===== src/rtl/fetch_cycle_sequencer.sv =====
// fetch_cycle_sequencer
//   Generates the eight-state machine cycle A1 A2 A3 M1 M2 X1 X2 X3 that times
//   the 4-bit datapath. It owns the 12-bit program counter, puts the PC nibbles
//   on the shared bus during A1-A3, and captures the OPR/OPA nibbles in M1/M2.
//   The fetched byte is routed either to the instruction register (first word)
//   or to the operand register (second word of a two-word opcode).
//
// Ports
//   clk_2             system clock, one state per rising edge
//   reset             asynchronous active-high reset
//   data_bus_in       ROM nibble, sampled in M1 (OPR) and M2 (OPA)
//   data_bus_out/oe   PC nibble driven during A1-A3, otherwise 0 / low
//   jump_load/addr    sampled in X3, replaces the next PC
//   halt              sampled in X3 (enter HALT) and in HALT (stay)
//   sync              high during X3
//   cycle_state       A1=0 .. X3=7, HALT also reads 7
//   pc                current program counter
//   instruction(_valid) last first word, pulse in X1
//   operand(_valid)     last second word, pulse in X1
//   second_word       current cycle fetches a second word
module fetch_cycle_sequencer #(
    parameter logic [11:0] RESET_PC = 12'h000
) (
    input  logic        clk_2,
    input  logic        reset,
    input  logic [3:0]  data_bus_in,
    output logic [3:0]  data_bus_out,
    output logic        data_bus_oe,
    input  logic        jump_load,
    input  logic [11:0] jump_addr,
    input  logic        halt,
    output logic        sync,
    output logic [2:0]  cycle_state,
    output logic [11:0] pc,
    output logic [7:0]  instruction,
    output logic        instruction_valid,
    output logic [7:0]  operand,
    output logic        operand_valid,
    output logic        second_word
);

    localparam logic [3:0] S_A1   = 4'd0;
    localparam logic [3:0] S_A2   = 4'd1;
    localparam logic [3:0] S_A3   = 4'd2;
    localparam logic [3:0] S_M1   = 4'd3;
    localparam logic [3:0] S_M2   = 4'd4;
    localparam logic [3:0] S_X1   = 4'd5;
    localparam logic [3:0] S_X2   = 4'd6;
    localparam logic [3:0] S_X3   = 4'd7;
    localparam logic [3:0] S_HALT = 4'd8;

    logic [3:0] state;
    logic [3:0] opr_reg;

    // Opcodes that are followed by a second ROM word.
    function automatic logic is_two_word(input logic [7:0] w);
        case (w[7:4])
            4'b0001, 4'b0100, 4'b0101, 4'b0111: is_two_word = 1'b1;
            4'b0010:                            is_two_word = ~w[0];
            default:                            is_two_word = 1'b0;
        endcase
    endfunction

    always_ff @(posedge clk_2 or posedge reset) begin
        if (reset) begin
            state       <= S_A1;
            pc          <= RESET_PC;
            opr_reg     <= 4'h0;
            instruction <= 8'h00;
            operand     <= 8'h00;
            second_word <= 1'b0;
        end else begin
            case (state)
                S_A1: state <= S_A2;
                S_A2: state <= S_A3;
                S_A3: state <= S_M1;
                S_M1: begin
                    opr_reg <= data_bus_in;
                    state   <= S_M2;
                end
                S_M2: begin
                    // The OPA nibble goes straight into the destination word.
                    if (second_word) operand     <= {opr_reg, data_bus_in};
                    else             instruction <= {opr_reg, data_bus_in};
                    pc    <= pc + 12'd1;
                    state <= S_X1;
                end
                S_X1: state <= S_X2;
                S_X2: state <= S_X3;
                S_X3: begin
                    if (jump_load) pc <= jump_addr;
                    // instruction here is the word fetched in this cycle when
                    // second_word is low; a second word never chains.
                    second_word <= second_word ? 1'b0 : is_two_word(instruction);
                    state       <= halt ? S_HALT : S_A1;
                end
                S_HALT: if (!halt) state <= S_A1;
                default: state <= S_A1;
            endcase
        end
    end

    assign cycle_state       = (state == S_HALT) ? 3'd7 : state[2:0];
    assign sync              = (state == S_X3);
    assign instruction_valid = (state == S_X1) && !second_word;
    assign operand_valid     = (state == S_X1) &&  second_word;

    // The bus is also released while reset is held, since the reset state
    // itself is A1.
    always_comb begin
        data_bus_out = 4'h0;
        data_bus_oe  = 1'b0;
        if (!reset) begin
            case (state)
                S_A1: begin data_bus_out = pc[3:0];  data_bus_oe = 1'b1; end
                S_A2: begin data_bus_out = pc[7:4];  data_bus_oe = 1'b1; end
                S_A3: begin data_bus_out = pc[11:8]; data_bus_oe = 1'b1; end
                default: ;
            endcase
        end
    end

endmodule


===== config.mk =====
export PLATFORM = sky130hd
export DESIGN_NAME = fetch_cycle_sequencer
export DESIGN_NICKNAME = d
export VERILOG_FILES = /design/src/rtl/fetch_cycle_sequencer.sv
export SDC_FILE = /design/constraint.sdc
export NUM_CORES = 1
export LEC_CHECK = 0
export CORE_MARGIN = 3
export CORE_UTILIZATION = 50
export DETAILED_ROUTE_END_ITERATION = 10
export GPL_TIMING_DRIVEN = 1
export PLACE_DENSITY = 0.84
export REMOVE_ABC_BUFFERS = 1
export SLEW_MARGIN = 20
export SYNTH_ARGS = -nofsm -noshare
export SYNTH_HDL_FRONTEND = slang
export SYNTH_SLANG_ARGS = --single-unit

===== constraint.sdc =====
create_clock -name clk_2 -period 2.3 [get_ports clk_2]
set_input_delay 0.46 -clock clk_2 [delete_from_list [all_inputs] [get_ports clk_2]]
set_output_delay 0.46 -clock clk_2 [all_outputs]
set_load 0.05 [all_outputs]

## Word level (Yosys, flattened, before mapping)

Index checks and enable logic that the tools add are counted.

- Add/subtract/negate cells: 1
- Multiply operators: 0
- Divide/modulo/power cells: 0
- Magnitude comparators: 0
- Eq/ne operators: 15
- Shift operators: 0
- Mux-type cells: 12
- Bitwise gates (word level): 2
- Reductions and logical operators: 10

Operators with widths:

| operator | number |
|---|---|
| $pmux 4 s9 | 1 |
| $eq 4x3->1 const B | 7 |
| $pmux 12 s2 | 1 |
| $add 12x1->12 const B | 1 |
| $eq 4x2->1 const B | 3 |
| $mux 12 | 1 |
| $mux 4 | 3 |
| $pmux 4 s3 | 1 |
| $eq 4x1->1 const B | 2 |
| $reduce_and 2->1 | 3 |
| $eq 4x4->1 const B | 1 |
| $logic_not 4->1 | 1 |
| $ne 2x2->1 const B | 2 |
| $reduce_or 4->1 | 1 |
| $mux 1 | 3 |
| $mux 3 | 1 |
| $reduce_or 3->1 | 1 |
| $logic_and 1x1->1 | 2 |
| $not 1->1 | 2 |
| $pmux 1 s2 | 1 |
| $reduce_bool 2->1 | 1 |
| $logic_not 1->1 | 1 |

- Register bits after elaboration: 37
- Bits in latches: 0
- RAM bits: 0
- Bits in read-only memories: 0
- Input port bits: 20
- Memories kept: 0

## Depth between registers and ports, before layout

- Depth after elaboration: 4
- Mapped depth: 6
- Mapped depth without buffers: 5

## Least setup slack after synthesis

No wires, ideal clock.

- Kind: flip-flop to output port
- Start point: register state[1]
- End point: output port instruction_valid
- Arrival: 1,930 ps
- Data required time: 1,840 ps
- Slack: -90 ps
- Stages on the path, launching flop included: 5
- Buffers on the path: 2
- Cells stage by stage: dfrtp_1 -> buf_4 -> clkbuf_1 -> nand2b_1 -> nor3_1

- Longest elaborated chain between the ends: 2

RTL lines:

| what | line | source |
|---|---|---|
| from (decl) | 52 | `logic [3:0] state;` |
| from (signal assigned) | 95 | `state <= halt ? S_HALT : S_A1;` |
| $eq 4x3->1 | 105 | `assign instruction_valid = (state == S_X1) && !second_word;` |
| $logic_and 1x1->1 | 105 |  |
| to (decl) | 36 | `output logic instruction_valid,` |

Every way passes these cells.

## Final worst setup path

- Start point: register state[1]
- End point: output port data_bus_out[1]

- Longest elaborated chain between the ends: 3
- Elaborated cells between the ends (all ways): 5
- Those cells by class: eq/ne: 2; mux: 2; reduce/logical: 1

RTL lines:

| what | line | source |
|---|---|---|
| $eq 4x2->1 (tied with other cells) | 114 | `case (state)` |
| $pmux 4 s3 * | 114 |  |
| $mux 4 * | 113 | `if (!reset) begin` |
| to (decl) | 27 | `output logic [3:0] data_bus_out,` |

Mark *: on every way between the ends. The rest lies on a longest branch, timed or not.

==> qor.yml <==
status: "completed"
synthSimpleGateAreaFrac: 0.206
r2r_end: "instruction[2]$_DFFE_PP0P_"
synth_edf_count: 0
final_cell_area_mm2: 0.00285
rows: 22
crit_fanout: 11
synth_top_family_by_area: "simple AND/OR/NAND/NOR gates"
synth_xor_area_frac: 0.00438
cp-end-kind: "output port"
final.setup.tns_ns: 0
hpwlAfterDp_um: 3720
synth_cell_type_count: 48
yosysMostFrequentCell: "dfrtp_1"
start_util: 0.534
htreeDepth: 2
netlist_top_cells_count: "dfrtp_1 (37), a21oi_1 (19), mux2_2 (19), nand2_1 (15), nor2_1 (14)"
viasPerCell: 5.83
die_width_um: 69.2
setup_viol: 0
numPortBuffers: 59
first_pass_iters: 4
ff2ff_path_depth: 3
seq_area_frac_synth: 0.463
yosys_warnings: 0
cts_buffer_depth: 2
fp.dieArea_mm2: 0.00479
clk_latency_ns: 0.29
r2r_start: "state[1]$_DFFE_PP0P_"
drt_wl_total_um: 5080
cap_violations: 0
fin_ws_ns: 0.138
hold_depth: 1
grt_max_degree: 30
cts_made_buffers: 5
final.period_utilization: 0.940
core_mm2: 0.00374
num_io_pins: 60
skew_ns: 0.00626
crit_type: "reg -> out"
fin_nets: 279
grt_pass1_vias: 1723
whs_endpoint: "operand[2]$_DFFE_PP0P_"
grt_pass1_wl_um: 8550
synth_fa_ha_area_frac: 0.00626
start_kind: "flip-flop"
cts_tree: "yes"
drtIter0Drc: 133
synthTopCellsByArea: "dfrtp_1 (46%), mux2_2 (11%), a21oi_1 (4.8%)"
grtUsageTotal: 0.222
min_period_ns: 2.16
drc: 0
gp_congestion: 0.916
slew_headroom: 0.604
vias: 1784
crit_required_ns: 1.84
top_regs: "pc x12, instruction x8, operand x8"
synth_top_area_frac: 0.463
synth.cell_area_mm2: 0.00200
grt_overflow: 0
antenna_left: 0
wl_per_cell_um: 16.6
largest_reg_flops: 12
rrSetupSlack_ns: 0.50
rsz0062_at_grt: "false"
fp.dieH_um: 69.2
worstMarginPinSlew_ns: 0.590
antenna_found_initial: 0
cts.sink_count: 37
final_layout_size_suffix_gt1_frac: 0.213
pre_cts_ws_ns: 0.134
hold_path.class: "reg -> reg"
ys_async_sr_fraction: 1.00
drv_slew: 0
syn_inst: 196
syn_avg_cell_area_um2: 10.2
cts-root-buf: "clkbuf_8"
hold_viol_final: 0
synth_flop_cell: "dfrtp_1"
cp.arrival_ns: 1.70
cts_setup_buffers: 0
synth.mux.area_fraction: 0.132
diodes: 0
placed_area_mm2: 0.00275
synthToLayoutAreaGrowth_pct: 42.8
n_fill_cell: 258
max_freq_ghz: 0.463
synth_compound_area_frac: 0.147
regMostFlops: "pc"
clk_pin_slew_worst_paths_ns: 0.07
synth.ff_latch_count: 37
hold_start: "operand[2]$_DFFE_PP0P_"
yosysTopAreaCell: "dfrtp_1"
post-route-util: 0.762
per-layer routing:
metal  vias to the layer above  share of wire  global-route usage
met5                         -              0                   0
met3                         9          0.060              0.0493
met2                        58           0.51               0.355
met4                         0          0.019               0.108
li1                        841              -                   -
met1                       876           0.41               0.283
metrics by stage:
step	hold slack, ns	cells
global route	0.534	306
finish	0.504	306
global placement	0.486	299
floorplan	0.464	187
CTS	0.510	306
detailed placement	0.493	299
timing repair:
item | CTS | global route
hold buffers | 0 | 0
setup endpoints to repair | 4 | 0
gates resized for setup | 1 | 0
endpoints found under the hold margin | 0 | 0
area by class of cell:
class / instances / area (um^2) / area share
clock inverter: 2 / 35.0 / 0.0123
sequential: 37 / 927 / 0.325
inverter: 6 / 22.5 / 0.00789
clock buffer: 5 / 68.8 / 0.0241
multi-input combinational: 144 / 990 / 0.347
tap: 48 / 60.1 / 0.0210
timing repair buffer: 64 / 751 / 0.263
cell families (layout without fill, tap and decap cells):
logic type      count (synthesis)  count (layout)
simple gates                   71              71
compound gates                 47              47
flops                          37              37
mux                            24              24
buf+inv                        15              77
fa+ha+maj                       1               1
xor+xnor                        1               1
worst max-delay path: stages, from the launching register on:
cell     delay [ns]
dfrtp_1        0.50
buf_4          0.22
nand2_1        0.11
nand2_1        0.15
nor2_1         0.25
buf_12         0.17
worst max path at each step:
stage                                     from  slack [ns]                 to
after floorplan           state[0]$_DFFE_PP0P_       -0.09  instruction_valid
after global placement                   reset        0.26    data_bus_out[3]
after detailed placement                 reset        0.13    data_bus_out[1]
after CTS                 state[2]$_DFFE_PP0P_        0.13    data_bus_out[1]
after global routing      state[0]$_DFFE_PP0P_        0.02    data_bus_out[1]
final                     state[1]$_DFFE_PP0P_        0.14    data_bus_out[1]
placed cells by master (no fill, tap or decap), types with 4 or more instances in the layout:
cell	n
clkdlybuf4s50_1	48
dfrtp_1	36
mux2_2	19
a21oi_1	19
nand2_1	15
nor2_1	14
nand3_1	12
buf_12	12
o21ai_0	8
nor3_1	8
inv_1	5
mux2i_1	5
clkbuf_8	5
a2bb2oi_1	4
buf_4	4
Power is not shown: default switching activity piles up to over one toggle a cycle in this logic, so the estimate is an artifact.
